--- config.mk ---
export PLATFORM = sky130hd
export DESIGN_NAME = alu_issue_stage
export DESIGN_NICKNAME = d
export VERILOG_FILES = /design/src/rtl/alu_issue_stage.sv
export SDC_FILE = /design/constraint.sdc
export NUM_CORES = 2
export LEC_CHECK = 0
export BUFFER_PORTS_ARGS = -buffer_cell sky130_fd_sc_hd__clkbuf_2
export CELL_PAD_IN_SITES_DETAIL_PLACEMENT = 1
export CELL_PAD_IN_SITES_GLOBAL_PLACEMENT = 1
export CORE_UTILIZATION = 45
export DETAILED_ROUTE_END_ITERATION = 16
export PLACE_DENSITY = 0.78
export SLEW_MARGIN = 10
export SYNTH_ARGS = -nofsm -noshare
export SYNTH_HDL_FRONTEND = slang
export SYNTH_SLANG_ARGS = --single-unit
--- constraint.sdc ---
create_clock -name clk -period 4.3 [get_ports clk]
set_clock_uncertainty 0.1 [all_clocks]
set_input_delay 0.215 -clock clk [delete_from_list [all_inputs] [get_ports clk]]
set_output_delay 0.215 -clock clk [all_outputs]
set_load 0.01 [all_outputs]
--- src/rtl/alu_issue_stage.sv ---
// ---------------------------------------------------------------------------
// alu_issue_stage
//
// Operand-fetch / issue stage that sits directly in front of a 32-bit
// combinational ALU. It holds a 2-read / 1-write register file, accepts
// operations over a valid/ready request port and drives the ALU inputs
// from registers. One cycle later it captures the ALU result and retires
// it over a valid/ready response port.
//
// Pipeline:
//   EX : ex_valid, alu_a, alu_b, alu_op, ex_rd   (ALU evaluates during EX)
//   WB : rsp_valid, rsp_rd, rsp_data             (written back on rsp handshake)
//
// Operands are bypassed from EX (live alu_result) and from WB (rsp_data),
// so dependent back-to-back operations issue without a bubble.
//
// Optional feature, selected by the macro ALU_IMM_EN:
//   When defined, ports req_use_imm / req_imm exist. With req_use_imm=1,
//   operand B is req_imm sign-extended to DATA_W and rs2 is ignored.
//   When undefined (default), B always comes from the rs2 path.
//
// Ports:
//   clk, rst_n                  clock, synchronous active-low reset
//   cfg_we/cfg_addr/cfg_data    register-file preload write (r0 ignored)
//   req_valid/req_ready         op request handshake
//   req_op/req_rs1/req_rs2/req_rd  op fields (ALUOp, sources, destination)
//   req_use_imm/req_imm         immediate operand (ALU_IMM_EN only)
//   alu_a/alu_b/alu_op          registered ALU inputs
//   alu_result                  combinational ALU result
//   rsp_valid/rsp_ready         retire handshake
//   rsp_rd/rsp_data             retired destination and result
// ---------------------------------------------------------------------------
module alu_issue_stage #(
    parameter int DATA_W = 32,
    parameter int REG_N  = 32,
    parameter int IMM_W  = 16,
    localparam int AW    = $clog2(REG_N)
) (
    input  logic              clk,
    input  logic              rst_n,
    input  logic              cfg_we,
    input  logic [AW-1:0]     cfg_addr,
    input  logic [DATA_W-1:0] cfg_data,
    input  logic              req_valid,
    output logic              req_ready,
    input  logic [2:0]        req_op,
    input  logic [AW-1:0]     req_rs1,
    input  logic [AW-1:0]     req_rs2,
    input  logic [AW-1:0]     req_rd,
`ifdef ALU_IMM_EN
    input  logic              req_use_imm,
    input  logic [IMM_W-1:0]  req_imm,
`endif
    output logic [DATA_W-1:0] alu_a,
    output logic [DATA_W-1:0] alu_b,
    output logic [2:0]        alu_op,
    input  logic [DATA_W-1:0] alu_result,
    output logic              rsp_valid,
    input  logic              rsp_ready,
    output logic [AW-1:0]     rsp_rd,
    output logic [DATA_W-1:0] rsp_data
);

    logic              ex_valid;
    logic [AW-1:0]     ex_rd;
    logic [DATA_W-1:0] regs [REG_N];

    logic wb_adv;
    logic ex_adv;
    logic accept;
    logic wb_we;

    assign wb_adv    = !rsp_valid || rsp_ready;
    assign ex_adv    = ex_valid && wb_adv;
    assign req_ready = !ex_valid || wb_adv;
    assign accept    = req_valid && req_ready;
    assign wb_we     = rsp_valid && rsp_ready && (rsp_rd != '0);

    // Operand selection with bypass. The youngest in-flight producer (EX)
    // wins over the older one (WB), which wins over the register file.
    // r0 is checked first so an in-flight op targeting r0 never leaks.
    function automatic logic [DATA_W-1:0] fetch(
        input logic [AW-1:0]     rs,
        input logic              exv,
        input logic [AW-1:0]     exrd,
        input logic [DATA_W-1:0] exres,
        input logic              wbv,
        input logic [AW-1:0]     wbrd,
        input logic [DATA_W-1:0] wbres,
        input logic [DATA_W-1:0] rfval
    );
        logic [DATA_W-1:0] val;
        if (rs == '0)
            val = '0;
        else if (exv && (exrd == rs))
            val = exres;
        else if (wbv && (wbrd == rs))
            val = wbres;
        else
            val = rfval;
        return val;
    endfunction

    logic [DATA_W-1:0] opnd_a;
    logic [DATA_W-1:0] opnd_b;

    assign opnd_a = fetch(req_rs1, ex_valid, ex_rd, alu_result,
                          rsp_valid, rsp_rd, rsp_data, regs[req_rs1]);
    assign opnd_b = fetch(req_rs2, ex_valid, ex_rd, alu_result,
                          rsp_valid, rsp_rd, rsp_data, regs[req_rs2]);

    // Immediate path. In the default build the immediate is tied off and
    // never selected, so operand B always follows rs2.
    logic              use_imm;
    logic [IMM_W-1:0]  imm_raw;
    logic [DATA_W-1:0] imm_ext;

`ifdef ALU_IMM_EN
    assign use_imm = req_use_imm;
    assign imm_raw = req_imm;
`else
    assign use_imm = 1'b0;
    assign imm_raw = '0;
`endif

    assign imm_ext = {{(DATA_W-IMM_W){imm_raw[IMM_W-1]}}, imm_raw};

    // EX and WB pipeline registers
    always_ff @(posedge clk) begin
        if (!rst_n) begin
            ex_valid  <= 1'b0;
            ex_rd     <= '0;
            alu_a     <= '0;
            alu_b     <= '0;
            alu_op    <= 3'b000;
            rsp_valid <= 1'b0;
            rsp_rd    <= '0;
            rsp_data  <= '0;
        end else begin
            if (ex_adv) begin
                rsp_valid <= 1'b1;
                rsp_rd    <= ex_rd;
                rsp_data  <= alu_result;
            end else if (rsp_ready) begin
                rsp_valid <= 1'b0;
            end

            // ALU inputs hold their last values when nothing is accepted.
            if (accept) begin
                ex_valid <= 1'b1;
                ex_rd    <= req_rd;
                alu_a    <= opnd_a;
                alu_b    <= use_imm ? imm_ext : opnd_b;
                alu_op   <= req_op;
            end else if (ex_adv) begin
                ex_valid <= 1'b0;
            end
        end
    end

    // Register file. The writeback assignment follows the preload one so
    // that it wins when both target the same register on the same edge.
    // r0 is never written and stays at its reset value of zero.
    always_ff @(posedge clk) begin
        if (!rst_n) begin
            for (int i = 0; i < REG_N; i++)
                regs[i] <= '0;
        end else begin
            if (cfg_we && (cfg_addr != '0))
                regs[cfg_addr] <= cfg_data;
            if (wb_we)
                regs[rsp_rd] <= rsp_data;
        end
    end

endmodule
==> results.md <==
- finished clean — result of the run
- 3 — clock tree buffer depth
- 386 mW/mm2 — power density cells
- 14.8 um2 — mean cell area of the mapped netlist
- 120 — TritonCTS buffer count
- 0 — post-synthesis async set-or-reset flop share
- a22o_1 — most frequent standard cell in the layout excluding fill and tap cells
- 9278 — initial DRC count
- 0.383 — total global-route track usage
- 8 — number of antenna violations at the first check in global routing
- 0 — number of synthesis warnings
- 46 — number of distinct standard cells referenced by the synthesized netlist
- 0.489 — share of Yosys cell area claimed by the top area cell type
- false — setup repair after global routing missed its margin
- in2reg — type of the worst min-delay path
- 7 — worst reg2reg path depth
- 12.3% — growth of design area from synthesis to finish
- 0.138 mm2 — core footprint
- 136 — number of cell rows
- 0.946 — final RePlAce weighted congestion
- 0.80 ns — clock insertion delay at the later pin of the skew report
- simple AND/OR/NAND/NOR gates — kind of cell with the highest combined delay on the critical path
- 0 — number of max-cap violations
- 20.0 mW — cell internal power dissipation
- 0.0599 — remaining max-slew budget at the tightest pin
- clkbuf_16 — cell at the root of the clock tree
- 8 — number of detailed-route iterations in the first pass
- 0.207 — mux contribution to synthesized area
- 0.141 mm2 — Die Outline Area
- 0.0662 mm2 — post-detailed-placement cell area
- 3 — CTS H-tree lvls
- and2_2 — slowest stage cell, crit path
- 0.0357 — simple logic cell fraction of the synthesized area
- 5 — cell depth of the worst min-delay path
- 0.06 ns — post-CTS clock slew at the launch and capture registers of the worst setup and hold paths
- 0 — post-synthesis adder-cell area fraction
- 0.00278 — share of the synthesized netlist area taken by xor and xnor gates
- 197 — port buffer count
- 198 — number of I/O pins
- edfxtp_1, mux4_2, a22o_1 — leading cell types by total area after synthesis
- flip-flop — category of the worst setup path capture point
- 0 — fin. max-slew vios
- 50298 — vias in the first global route
- 0.0707 mm2 — Final Instance Area
- 0.277 GHz — Fmax
- 7.23 mW — Net Switching
- 0 — setup violation total in the final timing report
- 0 — number of nets still failing antenna checks after routing
- 162 mm — post-detail-place hpwl
- 0 — cts repair resizes
- 0.479 — Reg power frac
- a22o_1, edfxtp_1, mux4_2 — most frequent cells in the layout
- xnor2_1 > nand4_1 > nor3_1 > and2_2 > buf_4 > a31oi_1 > o311ai_1 — critical path, cell by cell
- 0.187 — post-synthesis compound-gate area fraction
- 0 ns — Total Negative Setup Slacks
- 0 — remaining routing DRC violations
- 1135 — post-synthesis register bit count
- multiplexers — main combinational cell family by area after synthesis
- 0.524 — sequential share of the synthesized area
- 0.456 — Initial Util
- 1024 — number of synthesized flops with an enable pin
- 0.840 — share of the cycle needed by the critical path after routing
- 12934 — number of fillers in the final layout
- 21 — Crit Path Max Fanout
- 0 — number of buffers inserted to repair setup after CTS
- 0.397 — power share of the clock group
- 0 — final number of hold-violating endpoints
- 131 — pin count of the biggest net entering global routing
- flip-flop — kind of start point of the critical path
- reg2reg — start-to-end type of the worst setup path
- 376 um — horizontal extent of the die
- 274 mm — sum of routed wire length over all layers
- 376 um — Die Y
- 50 — hold buffer count at cts
- 1 — CP bufs+invs
- 0.0629 mm2 — Synth Cell Area
- 382 mm — wire length of the first global-routing pass
- 4.86 ns — CP Data Required Time
- edfxtp_1 — most area-hungry cell type in the Yosys netlist
- 23.7 nW — leakage component of the power
- 0.265 — switching share of power
- 8.04 — number of vias per cell
- 49721 — total number of vias
- 7 — number of cells on the critical path
- 0.125 — combinational fraction of design power
- 4244 — synthesized instance count
- 3.61 ns — final critical-path required period
- 4.17 ns — CP Data Arrival Time
- 44.3 um — average wire length per cell after detail routing
- 1.41 ns — worst slew pin tran
- yes — TritonCTS clock tree
- 350 uV — maximum VDD drop
- 1135 — clock sink count
- 0.94 ns — largest stage delay on the critical path
- 4306 — number of nets in the finished design
- edfxtp_1 — top_reg_cell synth
- 0 — total global routing overflow
- 0.291 — layout cells sized above 1
final timing paths:
path / start / endpoint / slack (ns)
worst max register to register: rsp_rd[2]$_SDFFE_PN0P_ / alu_b[21]$_SDFFE_PN0P_ / 0.69
worst max-delay path: rsp_rd[2]$_SDFFE_PN0P_ / alu_b[21]$_SDFFE_PN0P_ / 0.69
worst min register to register: alu_op[2]$_SDFFE_PN0P_ / alu_op[2]$_SDFFE_PN0P_ / 0.37
worst min-delay path: req_rs2[3] / alu_b[18]$_SDFFE_PN0P_ / 0.03
metal layers:
metal	vias up	track usage	wire, um
met5	-	0	40
met4	6	0.286	24500
met3	1298	0.136	42900
met2	5214	0.570	121000
met1	25288	0.458	85900
li1	17915	-	-
sequential cells by signal, indices dropped and copies added, names as in the netlist:
register / count
ex_rd: 5
rsp_data: 32
alu_op: 3
rsp_valid: 1
ex_valid: 1
rsp_rd: 5
alu_a: 32
alu_b: 32
regs: 1024
synth_stat cells, types with 2 or more instances:
master        n
a211o_1       2
a21oi_1      50
a22o_1     1110
a22oi_1       6
a31oi_1      62
a32o_1       61
a32oi_1       2
and2_0        2
and2_1        2
and3_1        5
and3b_1       3
buf_1        45
buf_2       103
buf_4        25
buf_6        10
clkbuf_1    467
dfxtp_1     111
edfxtp_1   1024
inv_1         5
mux2i_1      16
mux4_2      570
nand2_1     130
nand3_1      19
nand3b_1     83
nand4_1       3
nor2_1      190
nor2_2        4
nor2b_1       5
nor3_1        5
nor3b_1       4
nor4_1        2
nor4_2        3
o2111ai_1     2
o211ai_1     18
o21ai_0       2
o221ai_1      2
o22ai_1       2
o311ai_1     59
or2_2         3
or3_1         3
xnor2_1      14
xor2_1        6
worst register-to-register path: stages, from the launching register on:
cell,delay [ns]
dfxtp_1,0.78
xnor2_1,0.20
nand4_1,0.11
nor3_1,0.61
and2_2,0.94
buf_4,0.46
a31oi_1,0.18
o311ai_1,0.15
stage by stage:
step                hold slack [ns]   util  power (mW)  setup WS, ns  instances
floorplan                     0.247      -        15.1          1.11       4275
CTS                         0.00270  0.512        27.0         0.876       6183
global placement              0.342  0.480        16.3         0.985       5905
finish                       0.0258  0.512        27.3         0.689       6188
detailed placement            0.358  0.480        16.5         0.877       5905
global route                 0.0201  0.512        27.7         0.701       6186
cell families (layout without fill, tap and decap cells):
| group | count (synthesis) | after routing |
|---|---|---|
| compound gates | 1378 | 1378 |
| flops | 1135 | 1135 |
| buf+inv | 655 | 700 |
| mux | 586 | 586 |
| simple gates | 469 | 469 |
| xor+xnor | 20 | 20 |
| other cells | 1 | 37 |
power groups by stage:
stage | combinational (mW) | sequential (mW) | clock, mW
3_5_place_dp | 3.21 | 13.2 | 0
3_3_place_gp | 3.14 | 13.2 | 0
6_report | 3.40 | 13.0 | 10.8
2_1_floorplan | 2.04 | 13.1 | 0
5_1_grt | 3.44 | 13.1 | 11.1
4_1_cts | 3.27 | 13.0 | 10.8
area by class of cell:
class | count | area, um2 | share of cell area
Clock buffer | 162 | 3320 | 0.0470
Antenna cell | 5 | 12.5 | 0.000177
Inverter | 5 | 21.3 | 0.000301
Sequential cell | 1135 | 33000 | 0.467
Tap cell | 1863 | 2330 | 0.0330
Multi-Input combinational cell | 2485 | 27900 | 0.394
Timing Repair Buffer | 467 | 3500 | 0.0495
Clock inverter | 66 | 659 | 0.00933
No activity file was read; power rests on OpenSTA's default activity.
